$ cat src/rtl/aes_pkg.sv
// aes_pkg: shared AES widths, controller state encoding and byte-slice helper.
package aes_pkg;
    localparam int AES_STATE_W = 128;
    localparam int AES_BYTE_W = 8;
    typedef enum logic [1:0] {IDLE, ISSUE, WAIT, OUTPUT} ctrl_state_t;
    // Byte 0 is the most significant byte of the state word.
    function automatic logic [AES_BYTE_W-1:0] aes_byte(input logic [AES_STATE_W-1:0] s, input logic [3:0] i);
        return AES_BYTE_W'(s >> {4'd15 - i, 3'b000});
    endfunction
endpackage

$ cat src/rtl/inv_subbytes_ctrl.sv
// inv_subbytes_ctrl: sequences 16 state bytes through a shared start/done
// inverse S-box engine, with a per-byte watchdog that aborts a stalled word.
module inv_subbytes_ctrl import aes_pkg::*; #(
    parameter int NBYTES = 16,
    parameter int TIMEOUT = 300
) (
    input  logic                   clk,
    input  logic                   rst,
    input  logic                   in_valid,
    output logic                   in_ready,
    input  logic [AES_STATE_W-1:0] in_state,
    output logic                   out_valid,
    input  logic                   out_ready,
    output logic [AES_STATE_W-1:0] out_state,
    output logic                   eng_start,
    output logic [AES_BYTE_W-1:0]  eng_byte,
    input  logic                   eng_done,
    input  logic [AES_BYTE_W-1:0]  eng_result,
    output logic                   busy,
    output logic                   err_timeout
);
    localparam int WD_W = $clog2(TIMEOUT);
    ctrl_state_t            state, state_nx;
    logic [AES_STATE_W-1:0] cap, res;
    logic [3:0]             idx;
    logic [WD_W-1:0]        wdog;
    logic [6:0]             sh;
    logic                   last, expire;
    always_comb begin
        last = idx == 4'(NBYTES - 1);
        expire = (state == WAIT) && !eng_done && (wdog == WD_W'(TIMEOUT - 1));
        sh = {4'd15 - idx, 3'b000};
        state_nx = (state == IDLE)  ? (in_valid ? ISSUE : IDLE) :
                   (state == ISSUE) ? WAIT :
                   (state == WAIT)  ? (eng_done ? (last ? OUTPUT : ISSUE) : (expire ? IDLE : WAIT)) :
                   (out_ready ? IDLE : OUTPUT);
        in_ready = state == IDLE;
        busy = state != IDLE;
        eng_start = state == ISSUE;
        eng_byte = aes_byte(cap, idx);
        out_valid = state == OUTPUT;
        out_state = (state == OUTPUT) ? res : '0;
        err_timeout = expire;
    end
    always_ff @(posedge clk or posedge rst) begin
        if (rst) begin
            state <= IDLE;
            cap <= '0;
            res <= '0;
            idx <= 4'd0;
            wdog <= '0;
        end else begin
            state <= state_nx;
            if (state == IDLE && in_valid) begin
                cap <= in_state;
                idx <= 4'd0;
            end
            if (state == ISSUE)
                wdog <= '0;
            // eng_done only counts while a request is outstanding
            if (state == WAIT && eng_done) begin
                res <= (res & ~(128'hFF << sh)) | ({120'b0, eng_result} << sh);
                idx <= last ? idx : idx + 4'd1;
            end else if (state == WAIT)
                wdog <= wdog + 1'b1;
        end
    end
endmodule

$ cat config.mk
export PLATFORM = sky130hd
export DESIGN_NAME = inv_subbytes_ctrl
export DESIGN_NICKNAME = d
export VERILOG_FILES = /design/src/rtl/aes_pkg.sv /design/src/rtl/inv_subbytes_ctrl.sv
export SDC_FILE = /design/constraint.sdc
export NUM_CORES = 1
export LEC_CHECK = 0
export BUFFER_PORTS_ARGS = -buffer_cell sky130_fd_sc_hd__buf_2
export CAP_MARGIN = 20
export CORE_MARGIN = 2
export CORE_UTILIZATION = 54
export CTS_BUF_LIST = sky130_fd_sc_hd__clkbuf_16
export CTS_CLUSTER_DIAMETER = 60
export CTS_CLUSTER_SIZE = 40
export DETAILED_ROUTE_END_ITERATION = 10
export GPL_TIMING_DRIVEN = 0
export PLACE_DENSITY = 0.8
export SLEW_MARGIN = 30
export SYNTH_ARGS = -nofsm -noshare
export SYNTH_HDL_FRONTEND = slang
export SYNTH_SLANG_ARGS = --single-unit
$ cat constraint.sdc
create_clock -name clk -period 9.9 [get_ports clk]
set_clock_uncertainty 0.05 [all_clocks]
set_input_delay 0.495 -clock clk [delete_from_list [all_inputs] [get_ports clk]]
set_output_delay 0.495 -clock clk [all_outputs]
set_load 0.1 [all_outputs]
== Yosys cells after proc, flatten, opt, wreduce, memory -nomap -nowiden ==
Index checks and enable logic that the tools add are counted.
Word-level totals
  register bits: 271
  latch bits: 0
  bits in writable memories: 0
  memory bits (read-only): 0
  input bits: 141
  logic and storage cells: 44
  memories kept: 0
Cells by class
  $add $sub $neg: 3
  multipliers: 0
  div/mod/pow operators: 0
  $lt $le $gt $ge: 0
  equality and inequality tests: 6
  shifts and indexed selects: 3
  muxes and demuxes: 15
  bitwise logic cells: 3
  reductions and logical operators: 9
Operators with widths (number)
  128-bit bitwise AND: 1
  128-bit 2-to-1 mux: 1
  128-bit inverter: 1
  128-bit bitwise OR: 1
  8-bit by 7-bit left shift with 128-bit output: 1
  8-bit by 7-bit left shift with 128-bit output (first input constant): 1
  128-bit by 7-bit >> shifter with 8-bit output: 1
  9-bit 2-to-1 mux: 3
  2-bit 2-to-1 mux: 7
  4-bit 2-to-1 mux: 3
  9-bit by 1-bit adder with 9-bit output (second input constant): 1
  9-bit equality test (second input constant): 1
  4-bit by 1-bit adder with 4-bit output (second input constant): 1
  2-bit equality test (second input constant): 2
  4-bit equality test (second input constant): 1
  1-bit logical AND: 4
  2-bit nonzero test: 2
  4-bit subtractor (first input constant): 1
  2-bit by 1-bit equality test with 1-bit output (second input constant): 1
  2-bit logical NOT: 1
  2-bit != test (second input constant): 1
  2-bit AND reduction: 1
  1-bit logical NOT: 1
  1-bit 2-to-1 mux: 1

== Depth between registers and ports, before layout ==
Gate-level depths: netlist (run 1).
  depth in word-level cells: 8
  depth in mapped cells: 8
  mapped depth without buffers: 5

== Worst setup path after synthesis (run 1) ==
No wires, ideal clock.
  path type: flip-flop to output port
  start point: reg state[0]
  end point: out busy
  arrival time: 2.784 ns
  data required time: 9.355 ns
  slack: 6.571 ns
  cell stages (with the launch flop): 4
  buffers on the path: 1
  path through: dfrtp_1 > clkbuf_1 > nor2_1 > inv_1
On the way
  cells in the longest elaborated chain, start to end: 1
Ends and longest elaborated chain
  from (decl): RTL line inv_subbytes_ctrl.sv:23  | ctrl_state_t state, state_nx;
  from (signal assigned): RTL line inv_subbytes_ctrl.sv:53  | state <= state_nx;
  2-bit nonzero test: RTL line inv_subbytes_ctrl.sv:38  | busy = state != IDLE;
  to (decl): RTL line inv_subbytes_ctrl.sv:19  | output logic busy,
No other way between the ends.

== Final worst setup path (run 1) ==
  start point: reg idx[2]
  end point: out eng_byte[7]
On the way
  cells in the longest elaborated chain, start to end: 2
Ends and longest elaborated chain
  from (decl): RTL line inv_subbytes_ctrl.sv:25  | logic [3:0] idx;
  from (signal assigned): RTL line inv_subbytes_ctrl.sv:63  | idx <= last ? idx : idx + 4'd1;
  4-bit subtractor: RTL line aes_pkg.sv:8  | return AES_BYTE_W'(s >> {4'd15 - i, 3'b000});
  128-bit by 7-bit >> shifter with 8-bit output: RTL line aes_pkg.sv:8
  to (decl): RTL line inv_subbytes_ctrl.sv:16  | output logic [AES_BYTE_W-1:0] eng_byte,
No other way between the ends.

==> summary.txt, run 1 <==
Status
  • Status: finished, final reports clean

Yosys
  • Post-synth top area share: 0.5526
  • Post-synthesis cell type count: 45
  • Cell area after synthesis: 12270 sq um
  • Synth Warn #: 0
  • Main synth FF type: dfrtp_1
  • Post-synthesis async set-or-reset flop share: 1.000
  • Post-synth EDFFs: 0
  • Top cells by area, synth: dfrtp_1 55%, nand2_1 14%, o2bb2ai_1 8.0%
  • Synth Area per Inst: 9.994 sq um
  • Cell taking the most area after synthesis: dfrtp_1
  • Synth Instances: 1228
  • Yosys reg bits: 271
  • Seq/Total Area, Yosys: 0.5526
  • Syn nets: 1376

Clock network
  • Clk slew on worst S/H paths: 110 ps
  • Clock tree sinks: 271
  • CTS buffer count: 18
  • Worst-skew pair later-pin latency: 510 ps
  • Root Driver: clkbuf_16
  • Clock Tree Buf Depth: 3
  • CTS HTree Levels: 1
  • TritonCTS clock tree: done

GRT
  • Initial antenna violation count: 0
  • Global-route wire length before repair: 56.32 mm
  • Gr ovfl total: 0
  • Largest net degree at the start of global routing: 95
  • Vias in the first global route: 10260
  • Total GRT Usage: 0.3040

Route
  • DRT Wirelength: 36.35 mm
  • Post-DRT Antenna Nets: 0
  • DR vias: 10610
  • Via density: 5.799
  • Drt pass-1 iters: 5
  • Drt drc: 0
  • DR iter-0 viols: 907
  • DR WL/cell: 19.86 um

Power
  • Combinational power share: 0.426
  • Power Density: 292.1 nW/um^2
  • Switching power total: 1.972 mW
  • Switching Share: 0.4566
  • Cell internal pwr: 2.346 mW
  • Sequential power share: 0.381
  • Max VDD drop: 437.8 uV
  • Power share of the clock group: 0.192
  • Leakage: 8.120 nW

STA
  • Slew margin rel.: 0.4654
  • Final hold vios: 0
  • Min Hold Slack: 105.9 ps
  • Highest clock rate: 281.7 MHz
  • Setup TNS: 0 ps
  • Max-slew violations: 0
  • RSZ-0062 raised after global routing: no
  • Worst-Margin Slew: 801.9 ps
  • Final worst-path setup slack: 6350 ps
  • Final min period: 3550 ps
  • Tcrit/Tclk final: 0.3586
  • Final setup fails: 0

Cells and area
  • Util after Layout: 0.6568
  • Share of cells above drive strength 1: 0.2479
  • Area Overhead vs Synth: 20.43%
  • Most common cell after layout, fill and taps aside: nand2_1
  • Diodes inserted: 0
  • Final net count: 1681
  • Most frequent cells in the layout: 456 x nand2_1, 310 x buf_2, 271 x dfrtp_1

Worst setup path
  • CP arrival: 3010 ps
  • FF-to-FF Start: idx[0]$_DFFE_PP0P_
  • Critical Path Fanout Max: 10
  • Startpoint Class: flip-flop
  • WS Path Type: flip-flop to primary output
  • Critical path startpoint: idx[2]$_DFFE_PP0P_
  • CP endpoint kind: primary output
  • CP Data Required Time: 9360 ps
  • R2R Setup Slk: 7540 ps

Placement
  • Pre-CTS setup slack: 6912 ps
  • DP HPWL: 26.29 mm
  • PortBufs: 281
  • Final Wtd Congestion: 0.8834

Floorplanning
  • FP Rows: 55
  • Core region area: 22500 sq um
  • # IOs: 282
  • DIE AREA: 23950 sq um
  • Die height: 154.8 um
  • Die width: 154.8 um
  • Initial Util: 0.5454

Min path
  • Hold Path Class: primary input to flip-flop
  • Min-delay src: in_state[93]

Job
  • Max-cap violations: 0
## routing by layer
layer | track usage | wire length, um | up-vias
met5 | 0 | 0 | -
met4 | 0.09480 | 1174 | 0
met3 | 0.04007 | 3053 | 69
met2 | 0.5125 | 17480 | 539
met1 | 0.4150 | 14630 | 5135
li1 | - | - | 4870
## final timing paths
path                                            end  cells after the start
min in group asynchronous       cap[24]$_DFFE_PP0P_                      3
worst max-delay path                    eng_byte[7]                      7
worst min-delay path            cap[93]$_DFFE_PP0P_                      3
worst max register to register  res[56]$_DFFE_PP0P_                      6
max in group asynchronous       res[25]$_DFFE_PP0P_                      5
worst min register to register    wdog[8]$_DFF_PP0_                      1
## worst max-delay path: stages (launching register included)
cell and delay, ps:
dfrtp_1 540, clkbuf_2 270, and2_1 180, buf_4 170, a221oi_1 570, a22oi_1 190, nand2_1 140, buf_2 440
## Yosys cell counts, types with 2 or more instances
library cell / number
ha_1: 7
nor3_1: 2
a221oi_1: 16
a21oi_1: 4
o21ai_0: 27
nor3b_1: 3
nand2_1: 456
nand3_1: 8
and2_1: 2
o211ai_1: 3
mux4_2: 16
mux2i_1: 38
nor2b_1: 2
buf_2: 29
buf_1: 5
a22oi_1: 8
nand2_2: 5
buf_4: 5
o2bb2ai_1: 112
and4_1: 2
inv_1: 6
clkbuf_1: 42
and2_0: 2
dfrtp_1: 271
nand2_4: 2
and3_1: 129
nor3_4: 4
nor2_1: 4
buf_6: 2
## power groups by stage
stage	clock (mW)	sequential, mW	combinational, mW
3_3_place_gp	0	1.64	1.78
2_1_floorplan	0	1.60	1.39
6_report	0.831	1.65	1.84
3_5_place_dp	0	1.66	1.82
4_1_cts	0.840	1.64	1.83
5_1_grt	0.878	1.68	1.98
## sequential cells by signal (all words and copies together), names as in the netlist
register and cells:
res 128, state 2, idx 4, wdog 9, cap 128
## cells by family after synthesis
kind of cell,after synthesis,synth area share
flops,271,0.5526
buf+inv,94,0.03507
fa+ha+maj,7,0.007136
simple gates,625,0.2301
mux,54,0.06035
compound gates,177,0.1148
## final cells by class
class,count,area [sq um]
sequential,271,6782
timing repair buffer,285,1499
buffer,85,394.1
tap,285,356.6
fill,1817,7722
clock inverter,13,168.9
clock buffer,19,475.5
multi-input combinational,863,5061
inverter,9,43.79
## through the flow
stage	area (sq um)	power, mW	std cells
2_1_floorplan	12270	2.983	1228
3_3_place_gp	14040	3.418	1794
3_5_place_dp	14130	3.474	1797
4_1_cts	14780	4.310	1830
5_1_grt	14780	4.540	1830
6_report	14780	4.318	1830
## repair_timing
item | in CTS | in global routing
hold endpoints to repair | 55 | 0
setup buffers | 0 | 0
resized for setup | 0 | 0
hold buffers | 1 | 0
Power figures use the tool's default switching activity.
==> inputs of run 2 (changes only) <==
ABC_AREA = 1   (was default)
CORE_UTILIZATION = 49   (was 54)
PLACE_DENSITY = 0.76   (was 0.8)
clock period = 3 ns   (was 9.9 ns; I/O delays follow)
==> run 2 against run 1 <==
Setup slack got worse by 6200 ps. Register-to-register slack got worse by 7100 ps. Sequential power rose to 3.1 times the previous value. Wire length up 16%. Synthesized area up 4.0%. Synthesized cell count up 32%. Combinational power rose to 6.0 times the previous value. Global-route usage rose by 0.32 points. Non-clock buffer count is 144 higher. Die area up 14%. Largest cell class unchanged. Largest power group unchanged.
==> summary.txt, run 2 <==
Clock network
  • Root Driver: clkbuf_16
  • Clock Tree Buf Depth: 3
  • CTS buffer count: 21
  • TritonCTS clock tree: done
  • Worst-skew pair later-pin latency: 520 ps
  • CTS HTree Levels: 1
  • Post-CTS Setup Bufs: 0
  • Clock tree sinks: 271
  • Clk slew on worst S/H paths: 80 ps

Power
  • Overall Power: 18.80 mW
  • Power Density: 1119 nW/um^2
  • Max VDD drop: 943.8 uV
  • Leakage: 9.279 nW

Yosys
  • Count leader, synth: nand2_1
  • Seq/Total Area, Yosys: 0.5314
  • Post-synth top area share: 0.5314
  • Yosys reg bits: 271
  • Cell taking the most area after synthesis: dfrtp_1
  • Synth Area per Inst: 7.844 sq um
  • Post-synthesis async set-or-reset flop share: 1.000
  • Post-synth EDFFs: 0
  • Most frequent cells after synthesis: 376 x nand2_1, 301 x inv_1, 271 x dfrtp_1
  • Cell area after synthesis: 12760 sq um
  • Syn nets: 1775
  • Synth Instances: 1627
  • Post-synthesis cell type count: 21
  • Synth Warn #: 0
  • Main synth FF type: dfrtp_1
  • Top cells by area, synth: dfrtp_1 53%, nand2_1 11%, inv_1 8.9%

GRT
  • Global-route wire length before repair: 64.64 mm
  • Initial antenna violation count: 0
  • Total GRT Usage: 0.3073
  • Vias in the first global route: 12360
  • Largest net degree at the start of global routing: 31
  • Gr ovfl total: 0

Cells and area
  • Final net count: 2220
  • Most frequent cells in the layout: 376 x nand2_1, 304 x inv_1, 304 x buf_2
  • Filler instances: 2109
  • Diodes inserted: 0
  • Share of cells above drive strength 1: 0.1819
  • Biggest regs: cap x128, res x128, wdog x9
  • Non-Filler Cell Area, Final: 16800 sq um
  • Most common cell after layout, fill and taps aside: nand2_1
  • Area Overhead vs Synth: 31.68%

Placement
  • Dpl cell area: 14810 sq um
  • Pre-CTS setup slack: 469.8 ps
  • PortBufs: 281
  • DP HPWL: 29.17 mm
  • Final Wtd Congestion: 0.9101

Worst setup path
  • CP max stage cell: clkbuf_1
  • Critical Path Fanout Max: 10
  • CP endpoint kind: primary output
  • Cells along the critical path: inv_1, clkbuf_1, clkbuf_1, nand3_1, nand3_1, nand2_1, buf_4
  • CP arrival: 2660 ps
  • Startpoint Class: flip-flop
  • Largest incremental delay on the critical path: 500 ps
  • CP Data Required Time: 2800 ps
  • WS Path Type: flip-flop to primary output

Status
  • Status: finished, final reports clean

Floorplanning
  • Die width: 165.4 um
  • Core region area: 25840 sq um
  • Initial Util: 0.4939
  • FP Rows: 59
  • # IOs: 282
  • Die height: 165.4 um
  • DIE AREA: 27350 sq um

Min path
  • Hold Path Class: primary input to flip-flop

Route
  • DRT Wirelength: 42.09 mm
  • Post-DRT Antenna Nets: 0
  • DR WL/cell: 17.40 um
  • Drt pass-1 iters: 6
  • Via density: 5.365
  • DR vias: 12980
  • DR iter-0 viols: 1541
  • Drt drc: 0

STA
  • Setup TNS: 0 ps
  • Final worst-path setup slack: 138.0 ps
  • Final setup fails: 0
  • Final min period: 2862 ps
  • Tcrit/Tclk final: 0.9540
  • Highest clock rate: 349.4 MHz
  • Final hold vios: 0
  • Worst-Margin Slew: 685.8 ps
  • Slew margin rel.: 0.5411
  • RSZ-0062 raised after global routing: no
  • Max-slew violations: 0

Job
  • Max-cap violations: 0
==> run 2: changes by cell type after synthesis, moves of 13 or more <==
| cell | previous run | this run |
|---|---|---|
| a221oi_1 | 16 | 0 |
| and3_1 | 129 | 0 |
| inv_1 | 6 | 301 |
| mux2i_1 | 38 | 0 |
| mux4_2 | 16 | 0 |
| nand2_1 | 456 | 376 |
| nand3_1 | 8 | 136 |
| nor2_1 | 4 | 166 |
| o21ai_0 | 27 | 124 |
| o21ai_1 | 1 | 14 |
| o22ai_1 | 1 | 128 |
| o2bb2ai_1 | 112 | 0 |
==> run 2: cell families after synthesis <==
| kind of cell | synth area share |
|---|---|
| DFF | 0.5314 |
| AOI/OAI and AO/OA | 0.1176 |
| buffers and inverters | 0.1274 |
| and+or+nand+nor | 0.2168 |
| adders and majority gates | 0.006862 |
==> run 2: final timing paths <==
| check | from | endpoint | slack, ps | cells after the start |
|---|---|---|---|---|
| max in group asynchronous | rst | cap[36]$_DFFE_PP0P_ | 1780 | 6 |
| min in group asynchronous | rst | res[61]$_DFFE_PP0P_ | 210 | 3 |
| setup reg to reg | idx[2]$_DFFE_PP0P_ | res[97]$_DFFE_PP0P_ | 400 | 7 |
| setup / recovery | idx[2]$_DFFE_PP0P_ | eng_byte[3] | 140 | 7 |
| hold / removal | in_valid | state[0]$_DFF_PP0_ | 30 | 3 |
| hold reg to reg | cap[127]$_DFFE_PP0P_ | cap[127]$_DFFE_PP0P_ | 450 | 2 |
==> run 2: power by group <==
part	total [mW]	switching, mW	internal, mW	leakage, nW
Clock	2.74	1.41	1.33	0.327
Sequential	5.11	0.340	4.77	2.98
Combinational	11.0	8.87	2.09	5.97
==> run 2: timing repair <==
action                                  in CTS  in global routing
hold endpoints to repair                   148                  0
endpoints found under the setup margin       4                 10
hold buffers                               131                  0
resized for setup                            4                 18
==> run 2: layer usage <==
layer	vias to the layer above	track usage	routed length, um
met5	-	0	0
met4	0	0.1371	2052
met3	159	0.04321	3275
met2	722	0.4833	19380
met1	6125	0.4268	17390
li1	5972	-	-
==> run 2: through the flow <==
step / util / hold slack [ps] / cells
6_report: 0.6504 / 26.86 / 2419
5_1_grt: 0.6504 / 58.21 / 2419
4_1_cts: 0.6495 / 16.48 / 2419
3_5_place_dp: 0.5734 / 199.8 / 2253
3_3_place_gp: 0.5647 / 309.3 / 2243
2_1_floorplan: - / 209.6 / 1627
==> run 2: area by class of cell <==
| cell class | count | area [sq um] | area share |
|---|---|---|---|
| sequential | 271 | 6782 | 0.4035 |
| multi-input combinational | 961 | 4355 | 0.2592 |
| timing repair buffer | 422 | 2960 | 0.1762 |
| inverter | 303 | 1141 | 0.06790 |
| clock buffer | 21 | 525.5 | 0.03127 |
| buffer | 92 | 500.5 | 0.02978 |
| tap | 335 | 419.2 | 0.02494 |
| clock inverter | 14 | 121.4 | 0.007222 |
==> run 2: worst max-delay path, delay by kind of cell (launching register included) <==
family	cells	cell delay, ps
DFF	1	460
and+or+nand+nor	3	490
buffers and inverters	4	1200
